**src/rtl/alu_arbiter.sv**
```systemverilog
// ---------------------------------------------------------------------------
// alu_arbiter
//
// Shares one purely combinational 8-bit ALU between two requesting clients.
// One client is granted at a time, round-robin on contention. The granted
// client's operands and opcode are registered onto the ALU inputs. The ALU
// result is captured one cycle later and returned on a single response
// channel tagged with the owning client id. Requests are never queued: a
// client that is not granted keeps req_valid high and retries.
//
// Ports
//   clk          in   1  rising-edge clock
//   reset        in   1  synchronous, active-high reset
//   req_valid    in   2  per-client request valid (bit i = client i)
//   req_ready    out  2  per-client accept strobe (combinational)
//   req0_a/b     in   8  client 0 operands
//   req0_s       in   3  client 0 opcode
//   req1_a/b     in   8  client 1 operands
//   req1_s       in   3  client 1 opcode
//   alu_a/b      out  8  registered operands driven to the ALU
//   alu_s        out  3  registered opcode driven to the ALU
//   alu_z        in   8  ALU result, combinational from alu_a/alu_b/alu_s
//   rsp_valid    out  1  response valid (registered)
//   rsp_ready    in   1  response accept from the consumer
//   rsp_id       out  1  client that owns the response
//   rsp_z        out  8  captured ALU result
//   rsp_zero     out  1  high when rsp_z == 8'h00
// ---------------------------------------------------------------------------
module alu_arbiter (
    input  logic       clk,
    input  logic       reset,
    input  logic [1:0] req_valid,
    output logic [1:0] req_ready,
    input  logic [7:0] req0_a,
    input  logic [7:0] req0_b,
    input  logic [2:0] req0_s,
    input  logic [7:0] req1_a,
    input  logic [7:0] req1_b,
    input  logic [2:0] req1_s,
    output logic [7:0] alu_a,
    output logic [7:0] alu_b,
    output logic [2:0] alu_s,
    input  logic [7:0] alu_z,
    output logic       rsp_valid,
    input  logic       rsp_ready,
    output logic       rsp_id,
    output logic [7:0] rsp_z,
    output logic       rsp_zero
);

    typedef enum logic [1:0] {
        S_IDLE = 2'd0,
        S_EXEC = 2'd1,
        S_RESP = 2'd2
    } state_t;

    state_t     r_state;
    state_t     w_state_nxt;

    logic       r_last_grant;
    logic       w_grant_vld;
    logic       w_grant_id;
    logic       w_hs;
    logic [1:0] w_req_ready;

    logic [7:0] r_alu_a;
    logic [7:0] r_alu_b;
    logic [2:0] r_alu_s;

    logic       r_rsp_valid;
    logic       r_rsp_id;
    logic [7:0] r_rsp_z;
    logic       r_rsp_zero;

    // Round-robin pick between the valid clients. On contention the client
    // that did not win last time is chosen. The result is only meaningful
    // when at least one bit of vld is set; callers qualify it with |vld.
    function automatic logic pick_grant(input logic [1:0] vld, input logic last);
        logic id;
        case (vld)
            2'b01:   id = 1'b0;
            2'b10:   id = 1'b1;
            2'b11:   id = ~last;
            default: id = 1'b0;
        endcase
        return id;
    endfunction

    assign w_grant_vld = |req_valid;
    assign w_grant_id  = pick_grant(req_valid, r_last_grant);

    // Next-state and accept logic. req_ready is raised only in IDLE and only
    // for the granted client, so a handshake is simply "IDLE with a grant".
    // rsp_ready never feeds req_ready: a completing response returns the
    // FSM to IDLE first and the next grant happens a cycle later.
    always_comb begin
        w_state_nxt = r_state;
        w_req_ready = 2'b00;
        w_hs        = 1'b0;
        case (r_state)
            S_IDLE: begin
                if (w_grant_vld) begin
                    w_req_ready[w_grant_id] = 1'b1;
                    w_hs                    = 1'b1;
                    w_state_nxt             = S_EXEC;
                end
            end
            S_EXEC: begin
                w_state_nxt = S_RESP;
            end
            S_RESP: begin
                if (rsp_ready) begin
                    w_state_nxt = S_IDLE;
                end
            end
            default: begin
                w_state_nxt = S_IDLE;
            end
        endcase
    end

    // Control: state, round-robin history and the registered response valid.
    // last_grant resets to client 1 so client 0 wins the first contention.
    always_ff @(posedge clk) begin
        if (reset) begin
            r_state      <= S_IDLE;
            r_last_grant <= 1'b1;
            r_rsp_valid  <= 1'b0;
        end else begin
            r_state     <= w_state_nxt;
            r_rsp_valid <= (w_state_nxt == S_RESP);
            if (w_hs) begin
                r_last_grant <= w_grant_id;
            end
        end
    end

    // Issue stage: the granted client's operands and opcode are latched onto
    // the ALU inputs at the handshake and held until the next handshake.
    always_ff @(posedge clk) begin
        if (reset) begin
            r_alu_a  <= 8'h00;
            r_alu_b  <= 8'h00;
            r_alu_s  <= 3'b000;
            r_rsp_id <= 1'b0;
        end else if (w_hs) begin
            r_alu_a  <= w_grant_id ? req1_a : req0_a;
            r_alu_b  <= w_grant_id ? req1_b : req0_b;
            r_alu_s  <= w_grant_id ? req1_s : req0_s;
            r_rsp_id <= w_grant_id;
        end
    end

    // Capture stage: the ALU has had a full cycle to settle on the issued
    // operands; its result is sampled once in EXEC and held through RESP.
    // A reset in EXEC or RESP clears it, so an in-flight result is dropped.
    always_ff @(posedge clk) begin
        if (reset) begin
            r_rsp_z    <= 8'h00;
            r_rsp_zero <= 1'b0;
        end else if (r_state == S_EXEC) begin
            r_rsp_z    <= alu_z;
            r_rsp_zero <= (alu_z == 8'h00);
        end
    end

    assign req_ready = w_req_ready;
    assign alu_a     = r_alu_a;
    assign alu_b     = r_alu_b;
    assign alu_s     = r_alu_s;
    assign rsp_valid = r_rsp_valid;
    assign rsp_id    = r_rsp_id;
    assign rsp_z     = r_rsp_z;
    assign rsp_zero  = r_rsp_zero;

endmodule

```
**config.mk**
```make
export PLATFORM = sky130hd
export DESIGN_NAME = alu_arbiter
export DESIGN_NICKNAME = d
export VERILOG_FILES = /design/src/rtl/alu_arbiter.sv
export SDC_FILE = /design/constraint.sdc
export NUM_CORES = 1
export LEC_CHECK = 0
export BUFFER_PORTS_ARGS = -buffer_cell sky130_fd_sc_hd__buf_2
export CORE_MARGIN = 1
export CORE_UTILIZATION = 46
export DETAILED_ROUTE_END_ITERATION = 7
export PLACE_DENSITY_LB_ADDON = 0.1
export REMOVE_ABC_BUFFERS = 1
export SYNTH_ARGS = -nofsm -noshare
export SYNTH_HDL_FRONTEND = slang
export SYNTH_SLANG_ARGS = --single-unit
```
**constraint.sdc**
```tcl
create_clock -name clk -period 3.3 [get_ports clk]
set_input_delay 0.165 -clock clk [delete_from_list [all_inputs] [get_ports clk]]
set_output_delay 0.165 -clock clk [all_outputs]
set_load 0.1 [all_outputs]
```
==> reports/metrics.cfg <==
[timing]
rsz0062_at_grt = no
drv_slew = 0
tns_ps = 0
worst_pin_slew_ps = 654
min_period_ps = 2090
period_share_pct = 63.4
max_freq_mhz = 478
setup_viol = 0
relSlewSlack_pct = 56.4
fin_skew_ps = 10.4
hold_slack_ps = 81.5
hold_viol = 0

[critical_path]
timing_worst_setup_path_type = reg2out
crit_chain = a21boi_2, buf_4, nand2_1, inv_1, buf_2
crit_buf_inv = 3
startpoint = r_last_grant
endpoint_kind = output port
critPathMaxStageDelay_ps = 430
cp-start-kind = flip-flop
crit_required_ps = 3130
cpLargestDelayFamily = buffers and inverters
r2r_start = r_state[0]
cpMaxStageDelayCell = buf_2
crit_fanout = 12
worstPathArrival_ps = 1930

[min_path]
worstHoldStart = alu_z[3]
hold_class = in2reg

[cts]
cts_tree = built
htree_levels = 2
clk_pin_slew_ps = 100
clock_latency_ps = 320
hold_buffers = 0
cts_num_sinks = 33
cts_buffers = 5
clockBufferDepth = 2
cts_resized = 0
cts_setup_buffers = 0
root_buffer = clkbuf_4

[final_layout]
final_cell_mix = 82 x buf_2, 35 x nand2_1, 33 x dfxtp_1, 19 x a21oi_1, 12 x nand3_1
final_nets = 302
syn2layout_area_growth_pct = 31.2
fillers = 285
drive_gt1_share_pct = 39.8
diodes = 0
layout_commonest_cell = buf_2

[place]
gp_congestion = 0.715
post-dp-hpwl_um = 2460
io_buffers = 82

[global_routing]
overflow = 0
grt_max_degree = 34
grt_pass1_vias = 1293
antenna_found_initial = 0
grt_pass1_wl_um = 5750
grt_usage_pct = 22.1

[floorplan]
initial_core_util_pct = 48.0
die_h_um = 58.2
fp.dieArea_mm2 = 0.00339
ios = 83
fp-row-count = 20
dieWidth_um = 58.2
core_area_mm2 = 0.00303

[routing]
ant_nets = 0
wire_per_inst_um = 12.1
drc = 0
drt-pass1-iter-count = 4
routed_wl_um = 3580
vias_per_cell = 5.23
vias = 1543
drtIter0Drc = 72

[yosys]
ys_seq_area_share_pct = 45.4
netlist_area_mm2 = 0.00145
yosysWarnings = 0
synth_cell_types = 24
syn_area_per_cell_um2 = 8.21
ys_seq_elements = 33
synthCells = 177

[pwr]
power.leakage_nw = 0.868
max-vdd-ir-drop_mv = 0.316
power.density_mw_per_mm2 = 602

[run_status]
status = finished clean

[run]
maxCapViolCount = 0

[routing by layer]
metal / global-route usage [%] / up-vias / part of all wire, %
met2: 34.8 / 60 / 45
met5: 0 / - / 0
li1: - / 782 / -
met3: 6.92 / 2 / 7.4
met1: 28.7 / 699 / 47
met4: 7.14 / 0 / 0.53
[layout make-up]
class / instances / area [um^2] / area share [%]
well taps: 44 / 55.1 / 2.89
clock buffers: 7 / 55.1 / 2.89
multi-input cells: 126 / 708 / 37.1
flip-flops and latches: 33 / 661 / 34.6
repair buffers: 84 / 425 / 22.3
inverters: 1 / 3.75 / 0.197
[cells in the mapped netlist]
cell / number / area share [%]
inv_1: 1 / 0.26
dfxtp_1: 33 / 45
a311oi_1: 2 / 1.2
nor4_1: 2 / 0.86
buf_4: 2 / 1.0
or2_1: 2 / 0.86
nand3_1: 12 / 4.1
a211o_1: 1 / 0.60
o21ai_1: 10 / 3.4
buf_2: 8 / 2.8
a31oi_1: 11 / 4.7
a21oi_1: 19 / 6.5
nand4_1: 11 / 4.7
nand2b_1: 2 / 0.86
a21bo_1: 1 / 0.69
nor2b_1: 1 / 0.43
o21ai_0: 2 / 0.69
a21boi_2: 1 / 0.77
nor2_4: 1 / 0.77
a311oi_2: 6 / 6.2
clkbuf_1: 7 / 1.8
nor2_1: 5 / 1.3
nand2_1: 35 / 9.0
nor2_2: 2 / 0.86
[kinds of logic (layout without fill, tap and decap cells)]
group	after synthesis	in the layout	share of synthesized area, %
compound gates	53	53	24.9
buf+inv	18	92	5.85
flops	33	33	45.4
simple gates	73	73	23.8
[sequential cells by signal (all words and copies together) (netlist names)]
signal,cells
alu_a,8
alu_b,8
rsp_z,8
alu_s,3
r_state,2
r_last_grant,1
rsp_id,1
rsp_valid,1
rsp_zero,1
[worst min-delay path, stage by stage]
cell and delay [ps]:
buf_2 100, nand2_1 50, a21oi_1 50
[through the flow]
| step | setup slack [ps] | total power [mW] | area, um^2 | std cells | util, % |
|---|---|---|---|---|---|
| after detailed placement | 1490 | 0.934 | 1850 | 288 | 61.2 |
| after CTS | 1180 | 1.16 | 1910 | 295 | 63.0 |
| after floorplan | 683 | 0.831 | 1370 | 160 | - |
| after global routing | 1050 | 1.21 | 1910 | 295 | 63.0 |
| after global placement | 1520 | 0.932 | 1850 | 288 | 61.2 |
| final | 1210 | 1.15 | 1910 | 295 | 63.0 |
[path summary, 6_finish.rpt]
path | end | slack (ps) | depth (start not counted)
setup / recovery | req_ready[1] | 1210 | 5
hold / removal | rsp_z[3] | 80 | 3
setup reg to reg | alu_a[7] | 1910 | 3
hold reg to reg | rsp_z[4] | 450 | 2
[power by group]
part	switching (mW)	total, mW	internal [mW]	leakage (nW)
registers	0.0190	0.454	0.435	0.272
logic	0.376	0.469	0.0926	0.565
clock network	0.125	0.226	0.101	0.0314
Power figures use the tool's default switching activity.
